--- src/rtl/audio_pkg.sv ---
// audio_pkg: shared state encoding and default geometry for the audio stream controller.
package audio_pkg;
    typedef enum logic [2:0] {IDLE, PASS, FETCH, HOLD, STOP} state_t;
    localparam int DATA_W_DEF    = 24;
    localparam int ADDR_W_DEF    = 18;
    localparam int ROM_DEPTH_DEF = 48000;
    localparam int ROM_LAT_DEF   = 2;
endpackage

--- src/rtl/rom_addr_gen.sv ---
// rom_addr_gen: registered ROM address with rewind/clear to zero and explicit wrap at the last word.
module rom_addr_gen
    import audio_pkg::*;
#(
    parameter int ADDR_W    = ADDR_W_DEF,
    parameter int ROM_DEPTH = ROM_DEPTH_DEF
) (
    input  logic              clk_i,
    input  logic              rst_ni,
    input  logic              inc_i,
    input  logic              rewind_i,
    input  logic              clear_i,
    output logic [ADDR_W-1:0] addr_o,
    output logic              last_o
);
    localparam logic [ADDR_W-1:0] LAST = ADDR_W'(ROM_DEPTH - 1);
    logic [ADDR_W-1:0] addr_q, addr_d;
    assign addr_o = addr_q;
    assign last_o = addr_q == LAST;
    always_comb addr_d = (rewind_i | clear_i) ? '0 : inc_i ? (last_o ? '0 : addr_q + 1'b1) : addr_q;
    always_ff @(posedge clk_i or negedge rst_ni)
        if (!rst_ni) addr_q <= '0;
        else         addr_q <= addr_d;
endmodule

--- src/rtl/audio_stream_ctrl.sv ---
// audio_stream_ctrl: sequences codec traffic between ADC passthrough and ROM playback,
// owning the codec handshake, ROM address and ROM read-latency wait.
module audio_stream_ctrl
    import audio_pkg::*;
#(
    parameter int DATA_W    = DATA_W_DEF,
    parameter int ADDR_W    = ADDR_W_DEF,
    parameter int ROM_DEPTH = ROM_DEPTH_DEF,
    parameter int ROM_LAT   = ROM_LAT_DEF
) (
    input  logic              CLOCK_50,
    input  logic              reset_n,
    input  logic              play,
    input  logic              src_sel,
    input  logic              loop_en,
    input  logic              rewind,
    input  logic              read_ready,
    input  logic              write_ready,
    input  logic [DATA_W-1:0] readdata_left,
    input  logic [DATA_W-1:0] readdata_right,
    input  logic [DATA_W-1:0] rom_q,
    output logic [ADDR_W-1:0] rom_address,
    output logic              read,
    output logic              write,
    output logic [DATA_W-1:0] writedata_left,
    output logic [DATA_W-1:0] writedata_right,
    output logic              busy,
    output logic              done
);
    localparam int CNT_W = $clog2(ROM_LAT + 1);
    localparam logic [CNT_W-1:0] LAT = CNT_W'(ROM_LAT);
    localparam logic [CNT_W-1:0] ONE = CNT_W'(1);
    state_t            state_q, state_d;
    logic [CNT_W-1:0]  cnt_q, cnt_d;
    logic [DATA_W-1:0] sample_q, sample_d;
    logic              done_q, done_d;
    logic              inc, clear, last;

    rom_addr_gen #(.ADDR_W(ADDR_W), .ROM_DEPTH(ROM_DEPTH)) u_addr (
        .clk_i   (CLOCK_50),
        .rst_ni  (reset_n),
        .inc_i   (inc),
        .rewind_i(rewind),
        .clear_i (clear),
        .addr_o  (rom_address),
        .last_o  (last)
    );

    always_comb begin
        state_d         = state_q;
        cnt_d           = cnt_q;
        sample_d        = sample_q;
        done_d          = 1'b0;
        inc             = 1'b0;
        clear           = 1'b0;
        read            = 1'b0;
        write           = 1'b0;
        writedata_left  = '0;
        writedata_right = '0;
        case (state_q)
            IDLE: if (play) begin
                state_d = src_sel ? FETCH : PASS;
                cnt_d   = LAT;
            end
            PASS: begin
                writedata_left  = readdata_left;
                writedata_right = readdata_right;
                if (!play || src_sel) state_d = IDLE;
                else begin
                    read  = read_ready & write_ready;
                    write = read_ready & write_ready;
                end
            end
            FETCH: begin
                read = read_ready;
                if (!play) state_d = IDLE;
                else if (rewind) cnt_d = LAT;
                else if (cnt_q == ONE) begin
                    sample_d = rom_q;
                    state_d  = HOLD;
                end else cnt_d = cnt_q - ONE;
            end
            HOLD: begin
                read            = read_ready;
                writedata_left  = sample_q;
                writedata_right = sample_q;
                if (!play) state_d = IDLE;
                else begin
                    write = write_ready;
                    // a rewind re-fetches word 0 rather than keeping a now-stale sample
                    if (rewind) begin
                        state_d = FETCH;
                        cnt_d   = LAT;
                    end else if (write_ready) begin
                        if (last && !loop_en) begin
                            state_d = STOP;
                            done_d  = 1'b1;
                        end else begin
                            inc     = 1'b1;
                            state_d = FETCH;
                            cnt_d   = LAT;
                        end
                    end
                end
            end
            STOP: begin
                read = read_ready;
                if (!play) begin
                    state_d = IDLE;
                    clear   = 1'b1;
                end
            end
            default: state_d = IDLE;
        endcase
    end

    assign busy = (state_q != IDLE) && (state_q != STOP);
    assign done = done_q;

    always_ff @(posedge CLOCK_50 or negedge reset_n)
        if (!reset_n) begin
            state_q  <= IDLE;
            cnt_q    <= '0;
            sample_q <= '0;
            done_q   <= 1'b0;
        end else begin
            state_q  <= state_d;
            cnt_q    <= cnt_d;
            sample_q <= sample_d;
            done_q   <= done_d;
        end
endmodule
--- config.mk ---
export PLATFORM = sky130hd
export DESIGN_NAME = audio_stream_ctrl
export DESIGN_NICKNAME = d
export VERILOG_FILES = /design/src/rtl/audio_pkg.sv /design/src/rtl/rom_addr_gen.sv /design/src/rtl/audio_stream_ctrl.sv
export SDC_FILE = /design/constraint.sdc
export NUM_CORES = 1
export LEC_CHECK = 0
export CORE_MARGIN = 5
export CORE_UTILIZATION = 44
export CTS_CLUSTER_DIAMETER = 200
export CTS_CLUSTER_SIZE = 12
export DETAILED_ROUTE_END_ITERATION = 10
export PLACE_DENSITY = 0.86
export SKIP_CTS_REPAIR_TIMING = 1
export SLEW_MARGIN = 30
export SYNTH_ARGS = -nofsm -noshare
export SYNTH_HDL_FRONTEND = slang
export SYNTH_SLANG_ARGS = --single-unit
--- constraint.sdc ---
create_clock -name CLOCK_50 -period 2.6 [get_ports CLOCK_50]
set_input_delay 0.65 -clock CLOCK_50 [delete_from_list [all_inputs] [get_ports CLOCK_50]]
set_output_delay 0.65 -clock CLOCK_50 [all_outputs]
set_load 0.01 [all_outputs]
==> results of run 1 <==
[cells in the mapped netlist (all sizes together)]
cell / number / share of area [%]
and4bb: 1 / 0.40
inv: 5 / 0.61
nor2: 15 / 2.5
dfrtp: 48 / 39
buf: 10 / 3.0
mux2i: 5 / 1.6
or3: 2 / 0.57
a21oi: 61 / 11
o22ai: 1 / 0.20
o31ai: 1 / 0.24
nand3: 16 / 2.9
nand4b: 1 / 0.77
a31o: 2 / 0.57
a211oi: 2 / 0.48
nand4: 5 / 1.0
and3b: 1 / 0.32
and2: 2 / 0.40
ha: 2 / 0.81
nor4bb: 1 / 0.32
mux2: 24 / 8.7
a31oi: 15 / 3.5
nor4b: 2 / 0.77
a311oi: 1 / 0.48
nand2: 90 / 11
nor4: 1 / 0.20
clkbuf: 13 / 1.9
nor3: 3 / 0.65
or2: 1 / 0.20
and4b: 2 / 0.65
or2b: 2 / 0.48
nor2b: 2 / 0.40
nand2b: 3 / 0.61
o21ai: 12 / 1.9
and3: 3 / 0.61
a22o: 1 / 0.32
a41oi: 5 / 1.4
[power by group through the flow]
stage / registers [W] / clock network, W / logic, W
finish: 0.000921 / 0.000584 / 0.00139
global route: 0.000933 / 0.000620 / 0.00152
CTS: 0.000913 / 0.000589 / 0.00135
detailed placement: 0.000928 / 0 / 0.00133
global placement: 0.000919 / 0 / 0.00131
floorplan: 0.000908 / 0 / 0.000713
[metrics by stage]
step                      total power (W)  hold slack (ps)  setup slack, ps
after floorplan                  0.001621            354.4            678.7
after global placement           0.002227            476.1           -120.9
after detailed placement         0.002263            481.9           -195.8
after CTS                        0.002849            253.1           -195.7
after global routing             0.003076            263.4           -19.77
final                            0.002899            247.4            39.82
[routing by layer]
metal | share of wire [%] | GRT usage [%] | routed length (um) | vias up
met5 | 0 | 0 | 0 | -
met4 | 2.4 | 7.942 | 255 | 0
met3 | 5.5 | 4.808 | 597 | 26
met2 | 54 | 40.86 | 5852 | 130
met1 | 38 | 27.83 | 4145 | 1606
li1 | - | - | - | 1590
[cell families (layout without fill, tap and decap cells)]
| kind of cell | after synthesis | after routing | synth area share, % |
|---|---|---|---|
| DFF | 48 | 48 | 38.80 |
| buffers and inverters | 28 | 183 | 5.497 |
| adders and majority gates | 2 | 2 | 0.8083 |
| AOI/OAI and AO/OA | 101 | 101 | 19.77 |
| muxes | 29 | 29 | 10.35 |
| and+or+nand+nor | 153 | 153 | 24.78 |
[final cells by class]
cell class / count / area share (%)
Clock buffer: 7 / 1.946
Clock inverter: 1 / 0.6067
Inverter: 5 / 0.4297
Multi-Input combinational cell: 285 / 34.83
Sequential cell: 48 / 24.29
Tap cell: 96 / 2.427
Timing Repair Buffer: 170 / 35.47
[sequential cells by signal, indices dropped and copies added (netlist names)]
name           flops
sample_q          24
u_addr.addr_o     18
state_q            3
cnt_q              2
done               1
[worst paths after layout]
kind,depth (start not counted),startpoint,endpoint
setup / recovery,4,readdata_right[4],writedata_right[4]
hold / removal,1,reset_n,u_addr.addr_o[16]
setup reg to reg,7,state_q[2],u_addr.addr_o[15]
hold reg to reg,1,sample_q[18],sample_q[18]
max in group asynchronous,2,reset_n,sample_q[21]
min in group CLOCK_50,1,sample_q[18],sample_q[18]
==> impl_metrics.toml, run 1 <==
[setup_path]
path_buf_inv = 2
cp.required_ps = 1950
arrival_ps = 1910
slowest_stage = "clkdlybuf4s50_1"
cp_cell_sequence = "clkdlybuf4s50_1 -> nand2_1 -> a21oi_1 -> clkdlybuf4s50_1"
cpMostUsedCell = "clkdlybuf4s50_1"
critPathMaxStageDelay_ps = 570
path_max_fanout = 1
endpoint_kind = "output pin"
crit_type = "in -> out"
cp-start-kind = "primary input"
r2r_slack_ps = 610
cp_top_family = "buffers and inverters"

[place]
gp_congestion = 0.9150
placed_cell_area_um2 = 4726
io_buffers = 149
dp_cells = 603
hpwl_um = 8129

[yosys]
synth.avg_cell_area_um2 = 8.575
syn_area_um2 = 3095
syn-num-nets = 443
yosysSeqAreaShare_pct = 38.80
ys_ff_latch = 48
syn_inst = 361
ys_warn_count = 0
yosysUniqueCellTypes = 51

[clock_network]
clock_sinks = 48
cts_tree = "yes"
h-tree-depth = 2
clkSlewWorstSetupHoldPaths_ps = 90
cts_buffer_depth = 2
cts_buffers = 5
root_buffer = "clkbuf_8"
clkLatencyLatePin_ps = 300

[grt]
gr-total-overflow = 0
grt_max_degree = 50
grt_pass1_wl_um = 16120
grtUsageTotal_pct = 23.16
antenna_found_initial = 0
grt_pass1_vias = 3293

[floorplanning]
initial_core_util_pct = 45.31
core_area_um2 = 6832
die_x_um = 93.88
fp-row-count = 30
ioPinCount = 150
dieHeight_um = 93.88
die-area_um2 = 8813

[sta]
min_period_ps = 2560
slew_viol_final = 0
slew_headroom_pct = 59.34
finClkSkew_ps = 6.573
fin_tns_setup_ps = 0
finalSetupViolations = 0
max_freq_mhz = 390.6
finalHoldViolCount = 0
tightest_slew_ps = 604.3
min_period_over_period_pct = 98.47

[routing]
post_drt_wl_per_cell_um = 17.73
totalWireLength_um = 10850
antenna_left = 0
first_pass_iters = 4
drt_iter0_markers = 242
vias = 3352
route.detailed.drc = 0
viasPerCell = 5.477

[power]
netSwitchingFraction_pct = 35.72
peakVddDrop_uv = 310.2
pwr-share-seq_pct = 31.8
combPwrFrac_pct = 48.1
p_int_w = 0.001864
p_leak_nw = 2.495
p_switching_w = 0.001036
power.share.clock_pct = 20.1
power_density_nw_per_um2 = 585.8

[final_layout]
antenna_cells = 0
final_cell_mix = "125 x clkdlybuf4s50_1, 89 x nand2_1, 59 x a21oi_1"
register_area_um2 = 1202
multi_input_area_um2 = 1724
fill_cells = 506
drive_above_1_share_pct = 10.66
fin_cells = 612
finalInstanceArea_um2 = 4950
fin_util_pct = 72.45
final_common_cell = "clkdlybuf4s50_1"
finalNetCount = 597
syn_to_final_growth_pct = 59.90

[worst_hold_path]
hp-class = "in -> async"

[job]
maxCapViolations = 0

[outcome]
outcome = "finished, final reports clean"
Power figures use the tool's default switching activity.
==> run 2: changes to the inputs <==
--- a/config.mk
+++ b/config.mk
@@ -6,11 +6,14 @@
 export NUM_CORES = 1
 export LEC_CHECK = 0
 export CORE_MARGIN = 5
-export CORE_UTILIZATION = 44
+export CORE_UTILIZATION = 46
+export CTS_BUF_LIST = sky130_fd_sc_hd__clkbuf_4 sky130_fd_sc_hd__clkbuf_8
 export CTS_CLUSTER_DIAMETER = 200
 export CTS_CLUSTER_SIZE = 12
 export DETAILED_ROUTE_END_ITERATION = 10
-export PLACE_DENSITY = 0.86
+export GPL_ROUTABILITY_DRIVEN = 0
+export HOLD_SLACK_MARGIN = 0.02
+export PLACE_DENSITY = 0.89
 export SKIP_CTS_REPAIR_TIMING = 1
 export SLEW_MARGIN = 30
 export SYNTH_ARGS = -nofsm -noshare
==> impl_metrics.toml, run 2 (same netlist as run 1, synthesis figures left out) <==
[job]
maxCapViolations = 0

[grt]
grtUsageTotal_pct = 23.91
grt_pass1_wl_um = 16550
grt_pass1_vias = 3289
gr-total-overflow = 0
antenna_found_initial = 0
grt_max_degree = 49

[power]
power_density_nw_per_um2 = 569.8
peakVddDrop_uv = 382.9
p_leak_nw = 2.303

[floorplanning]
initial_core_util_pct = 47.93
die_x_um = 92.03
ioPinCount = 150
die-area_um2 = 8470
fp-row-count = 29
core_area_um2 = 6459
dieHeight_um = 92.03

[final_layout]
finalNetCount = 593
final_common_cell = "clkdlybuf4s50_1"
antenna_cells = 0
syn_to_final_growth_pct = 56.39
final_cell_mix = "134 x clkdlybuf4s50_1, 89 x nand2_1, 58 x a21oi_1"
finalInstanceArea_um2 = 4841
largest-register = "sample_q"
fill_cells = 476
fin_cells = 588
drive_above_1_share_pct = 9.980
largest_reg_flops = 24

[place]
dp_cells = 580
hpwl_um = 8084
io_buffers = 149
placed_cell_area_um2 = 4674

[routing]
post_drt_wl_per_cell_um = 18.56
first_pass_iters = 4
viasPerCell = 5.716
totalWireLength_um = 10910
route.detailed.drc = 0
antenna_left = 0
vias = 3361
drt_iter0_markers = 191

[setup_path]
cp-start-kind = "register"
endpoint_kind = "output pin"
crit_type = "reg -> out"
path_max_fanout = 23
cp.required_ps = 1950
arrival_ps = 1940

[clock_network]
clkSlewWorstSetupHoldPaths_ps = 80
clock_sinks = 48
h-tree-depth = 2
cts_tree = "yes"
cts_buffer_depth = 2
clkLatencyLatePin_ps = 300
cts_buffers = 5
root_buffer = "clkbuf_8"

[sta]
tightest_slew_ps = 599.1
min_period_over_period_pct = 99.71
finClkSkew_ps = 3.160
slew_headroom_pct = 59.69
min_period_ps = 2592
finalSetupViolations = 0
max_freq_mhz = 385.8
slew_viol_final = 0
fin_tns_setup_ps = 0
whs_ps = 329.0
finalHoldViolCount = 0

[worst_hold_path]
hp-class = "in -> async"

[outcome]
outcome = "finished, final reports clean"
[run 2: changes by cell type in the layout (fill, tap and decap cells not counted), moves of 2 or more]
cell / before / now
clkbuf_8: 7 / 5
buf_4: 16 / 12
dlymetal6s2s_1: 23 / 14
clkdlybuf4s50_1: 125 / 134
[run 2: final cells by class]
| class | instances | area (um2) | area share [%] |
|---|---|---|---|
| multi-input cells | 285 | 1730 | 35.75 |
| clock buffers | 6 | 76.32 | 1.577 |
| well taps | 77 | 96.34 | 1.990 |
| repair buffers | 166 | 1708 | 35.28 |
| inverters | 5 | 23.77 | 0.4911 |
| clock inverters | 1 | 5.005 | 0.1034 |
| flip-flops and latches | 48 | 1201 | 24.81 |
[run 2: worst max-delay path: stages, from the launching register on]
cell and delay (ps):
dfrtp_1 440, clkinv_4 130, clkbuf_16 200, nand2_1 100, a21oi_1 190, clkdlybuf4s50_1 570
[run 2: metrics by stage]
step | total power (W) | util (%) | setup WS, ps
2_1_floorplan | 0.001621 | - | 678.7
3_3_place_gp | 0.002205 | 72.38 | -122.0
3_5_place_dp | 0.002254 | 72.38 | -137.4
4_1_cts | 0.002689 | 73.63 | -142.7
5_1_grt | 0.002923 | 74.95 | -75.40
6_report | 0.002759 | 74.95 | 7.645
[run 2: worst paths after layout]
check,startpoint,endpoint,cells past startpoint,slack (ps)
max in group asynchronous,reset_n,state_q[2],2,1530
worst max register to register,u_addr.addr_o[0],u_addr.addr_o[3],6,590
worst max-delay path,state_q[1],writedata_left[10],5,8
worst min-delay path,reset_n,sample_q[15],1,330
worst min register to register,sample_q[14],sample_q[14],1,500
min in group CLOCK_50,sample_q[14],sample_q[14],1,500
[run 2: routing by layer]
layer	up-vias	GRT usage (%)	wire (um)
met3	38	3.928	667
met2	133	42.64	5675
met5	-	0	0
met1	1602	29.29	4239
li1	1588	-	-
met4	0	8.045	330
[run 2: report_power, final]
group          switching (W)  leakage (nW)  total (W)  internal [W]
sequential         0.0000730         0.660   0.000922      0.000849
combinational       0.000727          1.60    0.00140      0.000674
clock               0.000241        0.0445   0.000435      0.000194
